<file path="config.mk">
export PLATFORM = sky130hd
export DESIGN_NAME = shift_divider
export DESIGN_NICKNAME = d
export VERILOG_FILES = /design/src/rtl/div_pkg.sv /design/src/rtl/shift_divider_shl_reg.sv /design/src/rtl/shift_divider.sv
export SDC_FILE = /design/constraint.sdc
export NUM_CORES = 1
export LEC_CHECK = 0
export BUFFER_PORTS_ARGS = -buffer_cell sky130_fd_sc_hd__buf_4
export CAP_MARGIN = 20
export CORE_AREA = 2 2 74 76
export DETAILED_ROUTE_END_ITERATION = 7
export DIE_AREA = 0 0 76 78
export PLACE_DENSITY_LB_ADDON = 0.05
export SETUP_SLACK_MARGIN = 0.1
export SYNTH_ARGS = -nofsm -noshare
export SYNTH_HDL_FRONTEND = slang
export SYNTH_SLANG_ARGS = --single-unit
</file>
<file path="constraint.sdc">
create_clock -name Clk -period 5.98 [get_ports Clk]
set_input_delay 0.598 -clock Clk [delete_from_list [all_inputs] [get_ports Clk]]
set_output_delay 0.598 -clock Clk [all_outputs]
set_load 0.02 [all_outputs]
</file>
<file path="src/rtl/div_pkg.sv">
// Shared types and defaults for the shift-left restoring divider.
// The FIX state is only reachable when the design is built with SIGNED_DIV_EN.
package div_pkg;

  localparam int DIV_WIDTH_DEFAULT = 8;

  typedef enum logic [1:0] {
    IDLE = 2'd0,
    CALC = 2'd1,
    FIX  = 2'd2,
    DONE = 2'd3
  } div_state_e;

endpackage

</file>
<file path="src/rtl/shift_divider_shl_reg.sv">
// WIDTH-bit left shift register: serial input enters at the LSB, the MSB is exposed as Shift_Out.
// Load has priority over Shift_En so a computed value can overwrite a pending shift.
module shl_reg #(
  parameter int WIDTH = 8
) (
  input  logic             Clk,
  input  logic             Reset,
  input  logic             Load,
  input  logic             Shift_En,
  input  logic             Shift_In,
  input  logic [WIDTH-1:0] Load_Val,
  output logic [WIDTH-1:0] Data_Out,
  output logic             Shift_Out
);

  logic [WIDTH-1:0] data_q;

  // NOTE: sequential state is updated only with non-blocking assignments so
  // every register samples the pre-edge values of its neighbours.
  always_ff @(posedge Clk) begin
    if (Reset)         data_q <= '0;
    else if (Load)     data_q <= Load_Val;
    else if (Shift_En) data_q <= {data_q[WIDTH-2:0], Shift_In};
  end

  assign Data_Out  = data_q;
  assign Shift_Out = data_q[WIDTH-1];

endmodule

</file>
<file path="src/rtl/shift_divider.sv">
// Sequential restoring divider: {A,Q} shifts left one quotient bit per clock.
// Build with SIGNED_DIV_EN for two's-complement operands (adds a one-cycle FIX state).
module shift_divider
  import div_pkg::*;
#(
  parameter int WIDTH = DIV_WIDTH_DEFAULT
) (
  input  logic             Clk,
  input  logic             Reset,
  input  logic             Run,
  input  logic [WIDTH-1:0] Dividend,
  input  logic [WIDTH-1:0] Divisor,
  output logic             Busy,
  output logic             Done,
  output logic             Div_By_Zero,
  output logic [WIDTH-1:0] Quotient,
  output logic [WIDTH-1:0] Remainder
);

  localparam int CW = (WIDTH > 1) ? $clog2(WIDTH) : 1;

  div_state_e       state_q;
  logic [WIDTH-1:0] m_q;
  logic [CW-1:0]    count_q;
  logic             busy_q, done_q, dbz_q;

  logic             a_load, a_shift, q_load, q_shift;
  logic [WIDTH-1:0] a_d, q_d;
  logic             a_msb, q_msb;
  logic [WIDTH:0]   a_shifted, trial;
  logic             last_iter;
  logic [WIDTH-1:0] dividend_mag, divisor_mag;

`ifdef SIGNED_DIV_EN
  logic q_neg_q, r_neg_q;
  assign dividend_mag = Dividend[WIDTH-1] ? -Dividend : Dividend;
  assign divisor_mag  = Divisor[WIDTH-1]  ? -Divisor  : Divisor;
`else
  assign dividend_mag = Dividend;
  assign divisor_mag  = Divisor;
`endif

  // The bit shifted out of A is kept so divisors with their MSB set still compare correctly.
  assign a_shifted = {a_msb, Remainder[WIDTH-2:0], q_msb};
  assign trial     = a_shifted - {1'b0, m_q};
  assign last_iter = (count_q == CW'(WIDTH - 1));

  // NOTE: every output of this block gets a default first, so no path can infer a latch.
  always_comb begin
    a_load  = 1'b0;
    a_shift = 1'b0;
    q_load  = 1'b0;
    q_shift = 1'b0;
    a_d     = '0;
    q_d     = '0;
    case (state_q)
      IDLE: begin
        if (Run) begin
          a_load = 1'b1;
          q_load = 1'b1;
          if (Divisor == '0) begin
            a_d = Dividend;
            q_d = '1;
          end else begin
            a_d = '0;
            q_d = dividend_mag;
          end
        end
      end
      CALC: begin
        if (!trial[WIDTH]) begin
          a_load = 1'b1;
          a_d    = trial[WIDTH-1:0];
          q_load = 1'b1;
          q_d    = {Quotient[WIDTH-2:0], 1'b1};
        end else begin
          a_shift = 1'b1;
          q_shift = 1'b1;
        end
      end
`ifdef SIGNED_DIV_EN
      FIX: begin
        a_load = 1'b1;
        q_load = 1'b1;
        a_d    = r_neg_q ? -Remainder : Remainder;
        q_d    = q_neg_q ? -Quotient  : Quotient;
      end
`endif
      default: ;
    endcase
  end

  shl_reg #(.WIDTH(WIDTH)) u_q_reg (
    .Clk      (Clk),
    .Reset    (Reset),
    .Load     (q_load),
    .Shift_En (q_shift),
    .Shift_In (1'b0),
    .Load_Val (q_d),
    .Data_Out (Quotient),
    .Shift_Out(q_msb)
  );

  shl_reg #(.WIDTH(WIDTH)) u_a_reg (
    .Clk      (Clk),
    .Reset    (Reset),
    .Load     (a_load),
    .Shift_En (a_shift),
    .Shift_In (q_msb),
    .Load_Val (a_d),
    .Data_Out (Remainder),
    .Shift_Out(a_msb)
  );

  always_ff @(posedge Clk) begin
    if (Reset) begin
      state_q <= IDLE;
      m_q     <= '0;
      count_q <= '0;
      busy_q  <= 1'b0;
      done_q  <= 1'b0;
      dbz_q   <= 1'b0;
`ifdef SIGNED_DIV_EN
      q_neg_q <= 1'b0;
      r_neg_q <= 1'b0;
`endif
    end else begin
      case (state_q)
        IDLE: begin
          if (Run) begin
            if (Divisor == '0) begin
              state_q <= DONE;
              done_q  <= 1'b1;
              dbz_q   <= 1'b1;
            end else begin
              state_q <= CALC;
              busy_q  <= 1'b1;
              m_q     <= divisor_mag;
              count_q <= '0;
`ifdef SIGNED_DIV_EN
              q_neg_q <= Dividend[WIDTH-1] ^ Divisor[WIDTH-1];
              r_neg_q <= Dividend[WIDTH-1];
`endif
            end
          end
        end
        CALC: begin
          count_q <= count_q + 1'b1;
          if (last_iter) begin
`ifdef SIGNED_DIV_EN
            state_q <= FIX;
`else
            state_q <= DONE;
            busy_q  <= 1'b0;
            done_q  <= 1'b1;
`endif
          end
        end
        FIX: begin
          state_q <= DONE;
          busy_q  <= 1'b0;
          done_q  <= 1'b1;
        end
        DONE: begin
          // Holding Run keeps the result; only a released Run re-arms the divider.
          if (!Run) begin
            state_q <= IDLE;
            done_q  <= 1'b0;
            dbz_q   <= 1'b0;
          end
        end
        default: state_q <= IDLE;
      endcase
    end
  end

  assign Busy        = busy_q;
  assign Done        = done_q;
  assign Div_By_Zero = dbz_q;

endmodule

</file>
== Yosys cells after proc, flatten, opt, wreduce, memory -nomap -nowiden ==
Cells that the tools add are included.

* Flip-flop bits (word level): 32
* Input port bits: 19
* Output and inout port bits: 19
* Logic and storage cells: 67

* $add $sub $neg: 2
* Equal/unequal tests: 9
* Multiplexer cells: 35
* Bitwise gates (word level): 1
* Reductions and logical operators: 12

{| class="wikitable"
|+ Operator list
! cell !! count
|-
| 8-bit two-way mux || 10
|-
| 8-bit one-hot mux with 2 select lines || 2
|-
| 4-bit AND reduction || 3
|-
| 1-bit two-way mux || 11
|-
| 2-bit inequality test (second input constant) || 5
|-
| 3-bit AND reduction || 3
|-
| 9-bit by 8-bit subtractor with 9-bit output || 1
|-
| 8-bit zero test || 1
|-
| 2-bit two-way mux || 4
|-
| 2-bit one-hot mux with 4 select lines || 1
|-
| 3-bit two-way mux || 2
|-
| 3-bit one-hot mux with 2 select lines || 1
|-
| 2-bit nonzero test || 3
|-
| 2-bit == test (second input constant) || 2
|-
| 1-bit one-hot mux with 2 select lines || 2
|-
| 1-bit one-hot mux with 4 select lines || 1
|-
| 3-bit by 1-bit adder with 3-bit output (second input constant) || 1
|-
| 3-bit == test (second input constant) || 1
|-
| 1-bit one-hot mux with 3 select lines || 1
|-
| 3-bit nonzero test || 1
|-
| 2-bit by 1-bit == test with 1-bit output (second input constant) || 1
|-
| 2-bit zero test || 1
|-
| 1-bit inverter || 1
|}

== Longest topological paths before layout ==
* Depth in word-level cells: 5
* Mapped depth: 11
* Mapped depth without buffers: 9

== Cells and area by module ==
A second synthesis with hierarchy kept.

* Cells, all modules: 247
* Area total of the unflattened synthesis: 2133.3 um^2

{| class="wikitable"
|+ By module, submodules not included
! module !! instances !! cells an instance !! area each (um^2) !! sequential area each (um^2)
|-
| shift_divider || 1 || 175 || 1380.1 || 320.3
|-
| shl_reg || 2 || 36 || 376.6 || 160.2
|}

== Least setup slack after synthesis ==
No wires, ideal clock.

* Kind: reg-to-reg
* Start point: register u_a_reg.data_q[0], in the netlist u_a_reg.Data_Out[0]
* End point: register u_a_reg.data_q[4], in the netlist u_a_reg.Data_Out[4]
* Arrival time: 2.451 ns
* Slack: 3.438 ns
* Cell stages (with the launch flop): 11
* Path buffers: 2
* Period minus slack after synthesis: 2.542 ns
* Path through: dfxtp_1 -> inv_1 -> fa_1 -> nand2b_1 -> a21oi_1 -> and3b_1 -> o41a_1 -> buf_6 -> clkbuf_1 -> nand2_1 -> a311oi_1

* Word-level cells in the longest chain between the ends: 4
* Elaborated cells on any way between the ends: 9

{| class="wikitable"
|+ Ends and longest elaborated chain
! item !! line !! RTL
|-
| from (decl) || shift_divider_shl_reg.sv:16 || <nowiki>logic [WIDTH-1:0] data_q;</nowiki>
|-
| from (signal assigned) || shift_divider_shl_reg.sv:22 || <nowiki>else if (Load) data_q <= Load_Val;</nowiki>
|-
| from (signal assigned) || shift_divider_shl_reg.sv:23 || <nowiki>else if (Shift_En) data_q <= {data_q[WIDTH-2:0], Shift_In};</nowiki>
|-
| 9-bit by 8-bit subtractor with 9-bit output * || shift_divider.sv:45 || <nowiki>assign trial = a_shifted - {1'b0, m_q};</nowiki>
|-
| 8-bit two-way mux or 1-bit two-way mux (tied branches) || shift_divider.sv:71 || <nowiki>if (!trial[WIDTH]) begin</nowiki>
|-
| 8-bit one-hot mux with 2 select lines, or another cell as far along || shift_divider.sv:56 || <nowiki>case (state_q)</nowiki>
|-
| 8-bit two-way mux or 2-bit nonzero test (tied branches) || n/a ||
|}

Every way passes the cells marked *; elsewhere a longest branch is shown, timed or not.
A chain may end at the register's enable or synchronous reset.

== Worst setup path after layout ==
* Start point: register u_q_reg.data_q[7], in the netlist u_q_reg.Data_Out[7]
* End point: register u_a_reg.data_q[0], in the netlist u_a_reg.Data_Out[0]

* Word-level cells in the longest chain between the ends: 4
* Elaborated cells on any way between the ends: 10

{| class="wikitable"
|+ Ends and longest elaborated chain
! item !! line
|-
| from (decl) || shift_divider_shl_reg.sv:16
|-
| from (signal assigned) || shift_divider_shl_reg.sv:22
|-
| from (signal assigned) || shift_divider_shl_reg.sv:23
|-
| 9-bit by 8-bit subtractor with 9-bit output || shift_divider.sv:45
|-
| 8-bit two-way mux or 1-bit two-way mux (tied branches) || shift_divider.sv:71
|-
| 8-bit one-hot mux with 2 select lines, or another cell as far along || shift_divider.sv:56
|-
| 8-bit two-way mux or 2-bit nonzero test (tied branches) || n/a
|}

Parallel ways exist; a longest one is shown, timed or not. The select of a mux whose other input is x is not followed.

==> flow_metrics.tcl <==
set metrics [dict create \
    fill_cells 523 \
    nets 318 \
    synth_cell_type_count 43 \
    syn_inst 252 \
    relSlewSlack_pct 44.7 \
    leakage_nw 0.970 \
    final_common_cell "buf_4" \
    io_buffers 37 \
    rows 26 \
    cts_setup_buffers 0 \
    grt_max_degree 33 \
    synth_nets 286 \
    power_density_nw_per_um2 587 \
    routabilityCongestion 0.827 \
    root_buffer "clkbuf_8" \
    wl_per_cell_um 14.9 \
    die_w_um 76 \
    finalCritPeriodShare_pct 50.8 \
    postCtsHoldBufs 0 \
    vias 1910 \
    hold_end "m_q[6]" \
    fmax_ghz 0.329 \
    cts_buffer_depth 2 \
    cp.arrival_ns 3.23 \
    synth_edf_count 0 \
    dp_hpwl_um 3820 \
    setup_tns_ns 0 \
    reg2reg_slack_ns 2.94 \
    first_pass_iters 4 \
    drt-total-wl_um 5290 \
    critical_path_class "flip-flop to flip-flop" \
    drt_iter0_markers 93 \
    hp-class "flip-flop to flip-flop" \
    grt_usage_pct 18.0 \
    reg2regPathDepth 9 \
    hold_viol_final 0 \
    clkTransAtPathRegs_ns 0.07 \
    ys_warn_count 0 \
    start_util_pct 39.9 \
    start_kind "flip-flop" \
    htree_levels 2 \
    setup_viol 0 \
    dieArea_um2 5930 \
    ys_ff_latch 32 \
    cp.required_ns 6.17 \
    hold_start "m_q[6]" \
    status "finished clean" \
    grt_pass1_wl_um 8560 \
    synth_top_area_share_pct 31.8 \
    cts_sinks 32 \
    drv_slew 0 \
    seq_area_um2 641 \
    area_growth_pct 19.2 \
    first_global_vias 1779 \
    post_cts_resized 0 \
    worstMarginPinSlew_ns 0.830 \
    cts_buffers 5 \
    die_h_um 78 \
    antenna_found_initial 0 \
    insertion_delay_ns 0.28 \
    drive_gt1_share_pct 20.4 \
    syn_area_per_cell_um2 7.98 \
    fin_worst_hold_slack_ns 0.455 \
    antenna_cells 0 \
    grt_setup_unrepaired "no" \
    synth_area_leader_cell "dfxtp_1" \
    fin_crit_ns 3.04 \
    final_cell_mix "buf_4 (38), nand2_1 (36), dfxtp_1 (32), a21oi_1 (30), nor2_1 (25)" \
    finClkSkew_ns 0.00474 \
    synth_ff_type "dfxtp_1" \
    min_path_cells 2 \
    grt-ovfl-total 0 \
    cp-end-kind "flip-flop" \
    total_power_mw 1.41 \
    vdd_drop_max_mv 0.206 \
    cap_violations 0 \
    multi_input_area_um2 1260 \
    yosysSeqAreaShare_pct 31.8 \
    remaining_drc_errors 0 \
    path_max_fanout 17 \
    ant_nets 0 \
    core-area_um2 5040 \
    via_per_inst 5.40 \
    timing.rr.end "u_a_reg.Data_Out[0]" \
    regToRegStartpoint "u_q_reg.Data_Out[7]" \
    synth.area.top_cells "dfxtp_1 (32%), ha_1 (8.7%), a21oi_1 (7.5%)" \
    io_pins 38 \
    async_flop_share_pct 0 \
    netlist_area_um2 2010 \
    cts_tree "built" \
]
synth_stat cells, types with 2 or more instances:
cell       n
a21oi_1   30
buf_4      2
nor2_1    25
a211oi_1   7
o211ai_1   2
a211o_1    2
dfxtp_1   32
nor2b_1    3
and2_1     3
nor4_1     5
nor3_1     4
ha_1      14
o21a_1     3
a31oi_1    2
mux2i_1    2
nand2_1   36
mux2_2     7
a311oi_1   2
o21ai_0    8
o22ai_1    7
clkbuf_1  10
o31a_1     2
mux2_4     3
a22oi_1    3
a211oi_2   2
nand3b_1   3
inv_1     13
nand2b_1   5
sequential cells by signal, indices dropped and copies added (netlist names):
| name | flops |
|---|---|
| Div_By_Zero | 1 |
| count_q | 3 |
| m_q | 8 |
| Done | 1 |
| Busy | 1 |
| u_q_reg.Data_Out | 8 |
| state_q | 2 |
| u_a_reg.Data_Out | 8 |
metal layers:
layer | global-route usage, % | wire length, um
met5 | 0 | 0
met4 | 4.55 | 32
met3 | 4.19 | 206
met2 | 30.7 | 2680
met1 | 22.9 | 2370
stage by stage:
step | cells | area [um2] | util (%) | setup slack, ns
after floorplan | 252 | 2010 | - | 3.44
after global placement | 347 | 2320 | 46.0 | 3.04
after detailed placement | 347 | 2320 | 46.0 | 2.96
after CTS | 354 | 2400 | 47.6 | 2.93
after global routing | 354 | 2400 | 47.6 | 2.75
final | 354 | 2400 | 47.6 | 2.94
critical path: stages (launching register included):
cell and delay, ns:
dfxtp_1 0.36, inv_1 0.07, ha_1 0.20, fa_1 0.39, nand2b_1 0.19, a21oi_1 0.28, and3b_1 0.23, o41a_1 0.66
mux2_4 0.36, a221oi_2 0.23
worst max path at each step:
stage                        startpoint                  end  depth (start not counted)
finish              u_q_reg.Data_Out[7]  u_a_reg.Data_Out[0]                          9
global route        u_q_reg.Data_Out[7]  u_a_reg.Data_Out[0]                          9
CTS                 u_q_reg.Data_Out[7]  u_a_reg.Data_Out[0]                          9
detailed placement  u_q_reg.Data_Out[7]  u_a_reg.Data_Out[0]                          9
global placement    u_q_reg.Data_Out[7]  u_a_reg.Data_Out[0]                          9
floorplan           u_a_reg.Data_Out[0]  u_a_reg.Data_Out[4]                         10
cell families after synthesis:
group	after synthesis	synth area share [%]
and+or+nand+nor	90	20.6
muxes	12	7.15
adders and majority gates	15	9.70
xor gates and xnor gates	2	0.871
DFF	32	31.8
AOI/OAI and AO/OA	75	24.3
buffers and inverters	26	5.60
report_power, final:
group / switching, mW / leakage, nW / internal, mW
registers: 0.0761 / 0.263 / 0.288
clock network: 0.0795 / 0.0410 / 0.0791
logic: 0.501 / 0.665 / 0.383
total: 0.657 / 0.970 / 0.750
area by class of cell:
| cell class | count | share of cell area, % |
|---|---|---|
| Timing Repair Buffer | 38 | 11.9 |
| Sequential cell | 32 | 26.7 |
| Clock inverter | 1 | 0.209 |
| Multi-Input combinational cell | 194 | 52.5 |
| Clock buffer | 6 | 3.03 |
| Inverter | 13 | 2.03 |
| Tap cell | 70 | 3.65 |
Power figures use the tool's default switching activity.
